### config.mk
export PLATFORM = sky130hd
export DESIGN_NAME = uart_rx
export DESIGN_NICKNAME = d
export VERILOG_FILES = /design/src/rtl/uart_rx.sv
export SDC_FILE = /design/constraint.sdc
export NUM_CORES = 1
export LEC_CHECK = 0
export ABC_CLOCK_PERIOD_IN_PS = 1950
export CAP_MARGIN = 25
export CORE_MARGIN = 2
export CORE_UTILIZATION = 50
export CTS_CLUSTER_SIZE = 20
export DETAILED_ROUTE_END_ITERATION = 16
export GPL_ROUTABILITY_DRIVEN = 0
export HOLD_SLACK_MARGIN = 0.06
export PLACE_DENSITY = 0.73
export SETUP_SLACK_MARGIN = 0.4
export SLEW_MARGIN = 40
export SYNTH_ARGS = -nofsm -noshare
export SYNTH_HDL_FRONTEND = slang
export SYNTH_SLANG_ARGS = --single-unit
### constraint.sdc
create_clock -name clk -period 1.95 [get_ports clk]
set_clock_uncertainty 0.15 [all_clocks]
set_input_delay 0.2925 -clock clk [delete_from_list [all_inputs] [get_ports clk]]
set_output_delay 0.2925 -clock clk [all_outputs]
set_load 0.1 [all_outputs]
### src/rtl/uart_rx.sv
// 8N1 UART receiver: 2-FF synchronised rx, OVERSAMPLE x baud tick, samples at bit centres, LSB first.
// Latency: rx_valid/frame_err one clk after the mid-stop tick; no backpressure, data must be taken on rx_valid.
module uart_rx #(
    parameter int CLK_FREQ   = 50000000,
    parameter int BAUD_RATE  = 9600,
    parameter int OVERSAMPLE = 16
) (
    input  logic       clk,
    input  logic       rst,
    input  logic       rx,
    output logic [7:0] data,
    output logic       rx_valid,
    output logic       rx_busy,
    output logic       frame_err
);
    localparam int DIV = CLK_FREQ / (BAUD_RATE * OVERSAMPLE);
    localparam int DW  = (DIV > 1) ? $clog2(DIV) : 1;
    localparam int SW  = $clog2(OVERSAMPLE);
    localparam logic [DW-1:0] DIV_LAST = DW'(DIV - 1);
    localparam logic [SW-1:0] S_HALF   = SW'(OVERSAMPLE / 2 - 1);
    localparam logic [SW-1:0] S_LAST   = SW'(OVERSAMPLE - 1);

    typedef enum logic [1:0] {IDLE, START, DATA, STOP} state_t;

    state_t        state_q, state_d;
    logic          rx_meta_q, rx_meta_d;
    logic          rx_s_q, rx_s_d;
    logic          rx_d_q, rx_d_d;
    logic [DW-1:0] div_cnt_q, div_cnt_d;
    logic [SW-1:0] s_cnt_q, s_cnt_d;
    logic [2:0]    bit_cnt_q, bit_cnt_d;
    logic [7:0]    shreg_q, shreg_d;
    logic [7:0]    data_q, data_d;
    logic          rx_valid_q, rx_valid_d;
    logic          frame_err_q, frame_err_d;
    logic          rx_busy_q, rx_busy_d;
    logic          tick;

    always_ff @(posedge clk) begin
        if (rst) begin
            state_q     <= IDLE;
            rx_meta_q   <= 1'b1;
            rx_s_q      <= 1'b1;
            rx_d_q      <= 1'b1;
            div_cnt_q   <= '0;
            s_cnt_q     <= '0;
            bit_cnt_q   <= '0;
            shreg_q     <= '0;
            data_q      <= '0;
            rx_valid_q  <= 1'b0;
            frame_err_q <= 1'b0;
            rx_busy_q   <= 1'b0;
        end else begin
            state_q     <= state_d;
            rx_meta_q   <= rx_meta_d;
            rx_s_q      <= rx_s_d;
            rx_d_q      <= rx_d_d;
            div_cnt_q   <= div_cnt_d;
            s_cnt_q     <= s_cnt_d;
            bit_cnt_q   <= bit_cnt_d;
            shreg_q     <= shreg_d;
            data_q      <= data_d;
            rx_valid_q  <= rx_valid_d;
            frame_err_q <= frame_err_d;
            rx_busy_q   <= rx_busy_d;
        end
    end

    // Divider free-runs only inside a frame, so IDLE->START always starts from a clean phase.
    assign tick = (state_q != IDLE) && (div_cnt_q == DIV_LAST);

    always_comb begin
        rx_meta_d   = rx;
        rx_s_d      = rx_meta_q;
        rx_d_d      = rx_s_q;
        state_d     = state_q;
        div_cnt_d   = '0;
        s_cnt_d     = s_cnt_q;
        bit_cnt_d   = bit_cnt_q;
        shreg_d     = shreg_q;
        data_d      = data_q;
        rx_valid_d  = 1'b0;
        frame_err_d = 1'b0;
        if (state_q != IDLE && !tick) begin
            div_cnt_d = div_cnt_q + DW'(1);
        end
        case (state_q)
            IDLE: begin
                s_cnt_d = '0;
                if (rx_d_q && !rx_s_q) begin
                    state_d = START;
                end
            end
            START: begin
                if (tick) begin
                    if (s_cnt_q == S_HALF) begin
                        s_cnt_d   = '0;
                        bit_cnt_d = '0;
                        state_d   = rx_s_q ? IDLE : DATA;
                    end else begin
                        s_cnt_d = s_cnt_q + SW'(1);
                    end
                end
            end
            DATA: begin
                if (tick) begin
                    if (s_cnt_q == S_LAST) begin
                        shreg_d = {rx_s_q, shreg_q[7:1]};
                        s_cnt_d = '0;
                        if (bit_cnt_q == 3'd7) begin
                            state_d = STOP;
                        end else begin
                            bit_cnt_d = bit_cnt_q + 3'd1;
                        end
                    end else begin
                        s_cnt_d = s_cnt_q + SW'(1);
                    end
                end
            end
            STOP: begin
                if (tick) begin
                    if (s_cnt_q == S_LAST) begin
                        // Leave at mid-stop so a back-to-back start edge is not missed.
                        state_d = IDLE;
                        if (rx_s_q) begin
                            data_d     = shreg_q;
                            rx_valid_d = 1'b1;
                        end else begin
                            frame_err_d = 1'b1;
                        end
                    end else begin
                        s_cnt_d = s_cnt_q + SW'(1);
                    end
                end
            end
            default: state_d = IDLE;
        endcase
        rx_busy_d = (state_d != IDLE);
    end

    assign data      = data_q;
    assign rx_valid  = rx_valid_q;
    assign frame_err = frame_err_q;
    assign rx_busy   = rx_busy_q;
endmodule

==> out/summary.txt <==
status: complete, but fails checks
violated checks: negative setup slack
Core Util, Final: 74.4%
Post-DRT Antenna Nets: 0
worst-path maximum fanout: 2
CP max stage cell: or4b_1
drt via density: 5.61
Top cell by count, worst path: ha_4
Cells after Synth: 186
fin nets: 242
TritonCTS clock tree: done
post-synth net total: 194
htree depth: 2
fmax: 478 MHz
Starting Density: 51.3%
TNS Setup: -183 ps
Final Instance Area: 2460 sq um
maximum root-to-sink buffer count: 2
Finished Layout Cells: 281
DRC: 0
largest net degree at the start of global routing: 28
CP Class: register to register
register bit total from synthesis: 40
Worst Path Arrival: 2220 ps
peak supply drop: 0.000433 V
Yosys cell types: 35
Clk Latency, worst-skew pair: 350 ps
CP cell instances: ha_4 > ha_4 > nand4bb_1 > a2111o_1 > or4b_1 > a21oi_1
global route overflow: 0
Hold Vio Cnt, Final: 0
DIE AREA: 3880 sq um
total vias in the final route: 1576
ratio of cells with drive above 1 in the final layout: 43.0%
Die Y: 62.3 um
Starting DRT DRC Count: 77
CP startpoint kind: register
# setup viols final: 4
core area: 3310 sq um
post-DR wirelength/cell: 14.7 um
Hold-fix buffers, CTS: 0
Layout area overhead: 45.1%
sequential fraction of the synthesis area: 47.2%
RSZ-0062 raised after global routing: yes
first-pass GRT wire length: 6800 um
Slew HR: 72.9%
Root Buffer: clkbuf_4
# rows: 21
Critical Path End Type: register
PwrDens: 597 nW/um^2
vias in the first global route: 1570
detailed placement HPWL: 2630 um
min cycle time layout: 2090 ps
initial antenna violation count: 0
cell count after placement: 260
worst hold path class: register to register
placed cell area: 2030 sq um
Post-Syn Area: 1700 sq um
Clock Sinks: 40
chip width: 62.3 um
Final Power: 1.47 mW
Post-Route WL: 4120 um
Tightest Pin Transition: 407 ps
number of port buffers: 13
top-level I/O count: 14
pre-CTS WS: -191 ps
period utilization: 107%
Hold Worst Slack: 301 ps
Setup WS post-layout: -140 ps
clock slew at reported path FFs: 120 ps
Num CTS Buffers: 5
Worst EP required: 2080 ps
Ant. Diodes: 0
Fillers: 236
CP max stage delay: 470 ps
first-pass iteration count of the detailed router: 4
All-Layer GR Usage: 21.9%
Slew Limit Fails: 0
synth warn: 0
max_cap viols: 0
average size of a mapped cell: 9.13 sq um
leakage: 1.00 nW
[critical path, delay by kind of cell, from the launching register on]
kind / cells / cell delay [ps]
and+or+nand+nor: 2 / 660
DFF: 1 / 360
AOI/OAI and AO/OA: 2 / 560
adders and majority gates: 2 / 310
[synthesized netlist by cell type]
| library cell | count | area, sq um |
|---|---|---|
| or4b_1 | 2 | 20.0 |
| nand4bb_1 | 1 | 11.3 |
| a31oi_1 | 1 | 6.26 |
| a2111o_1 | 1 | 11.3 |
| or3b_1 | 1 | 8.76 |
| ha_1 | 5 | 62.6 |
| buf_1 | 1 | 3.75 |
| nor3_1 | 4 | 20.0 |
| and4b_1 | 2 | 20.0 |
| a41o_1 | 1 | 10.0 |
| nand2_1 | 7 | 26.3 |
| nor2_1 | 25 | 93.8 |
| mux2_2 | 1 | 11.3 |
| nor4b_1 | 1 | 8.76 |
| a2111oi_0 | 2 | 17.5 |
| nand3_1 | 14 | 70.1 |
| nand4_1 | 6 | 37.5 |
| o21ai_0 | 10 | 50.1 |
| a22o_1 | 1 | 8.76 |
| and3_1 | 4 | 25.0 |
| a21oi_1 | 11 | 55.1 |
| dfxtp_1 | 40 | 801 |
| xnor2_1 | 2 | 17.5 |
| nor2b_1 | 2 | 12.5 |
| clkbuf_1 | 7 | 26.3 |
| nand4b_1 | 1 | 8.76 |
| mux2i_1 | 10 | 100 |
| inv_1 | 6 | 22.5 |
| a21o_1 | 1 | 7.51 |
| nand2b_1 | 1 | 6.26 |
| and4_1 | 2 | 17.5 |
| or2_2 | 5 | 31.3 |
| o31ai_1 | 1 | 7.51 |
| a311oi_1 | 1 | 8.76 |
| xor2_1 | 6 | 52.6 |
[cells in the final DEF (no fill, tap or decap), types with 2 or more instances in the layout]
master	n
nor2_2	4
xnor2_1	2
xor2_1	6
inv_2	2
and3_1	3
nor2_4	3
ha_4	3
buf_6	13
o21ai_2	9
nand3_1	14
nor2_1	18
nor3_1	4
nand4_1	6
inv_1	4
mux2i_1	10
buf_4	32
dfxtp_1	34
clkbuf_4	5
nor2b_1	2
or2_2	5
nand2_1	6
dfxtp_2	6
clkdlybuf4s50_1	2
a21oi_1	11
nand2b_4	2
[routing by layer]
metal	part of all wire, %	GRT usage, %	vias to the layer above
li1	-	-	765
met5	0	0	-
met2	55	40.4	38
met3	3.7	3.44	6
met1	40	24.7	767
met4	1.3	10.0	0
[worst paths after layout]
kind / from / to / slack [ps] / depth (start not counted)
hold / removal: rx_meta_q / rx_d_d / 300 / 1
hold reg to reg: rx_meta_q / rx_d_d / 300 / 1
setup / recovery: bit_cnt_q[0] / bit_cnt_q[0] / -140 / 6
setup reg to reg: bit_cnt_q[0] / bit_cnt_q[0] / -140 / 6
[sequential cells by signal (all words and copies together) (netlist names)]
name	count
div_cnt_q	9
data	8
shreg_q	8
s_cnt_q	4
bit_cnt_q	3
state_q	2
frame_err	1
rx_busy	1
rx_d_d	1
rx_d_q	1
rx_meta_q	1
rx_valid	1
[report_power, final]
part / leakage [nW] / switching [mW] / internal (mW)
Sequential: 0.326 / 0.00358 / 0.822
Combinational: 0.629 / 0.0380 / 0.0204
Clock: 0.0484 / 0.279 / 0.307
Total: 1.00 / 0.321 / 1.15
[cell families after synthesis]
| logic type | synth area share [%] |
|---|---|
| AO/OA/AOI/OAI | 10.8 |
| XOR/XNOR | 4.13 |
| adder cells (fa/ha/maj) | 3.68 |
| buffers and inverters | 3.10 |
| flip-flops | 47.2 |
| multiplexers | 6.56 |
| AND/OR/NAND/NOR | 24.6 |
[layout make-up]
class,count,area [sq um],area share (%)
Timing Repair Buffer,48,427,17.3
Tap cell,46,57.6,2.34
Sequential cell,40,808,32.8
Clock inverter,2,38.8,1.57
Inverter,6,22.5,0.914
Clock buffer,6,51.3,2.08
Multi-Input combinational cell,133,1060,43.0
[repair_timing]
action / CTS / global route
gates cloned: 2 / 0
pin swaps: 29 / 10
setup endpoints to repair: 37 / 37
resized for setup: 59 / 14
setup buffers: 7 / 4
No activity file was read; power rests on OpenSTA's default activity.
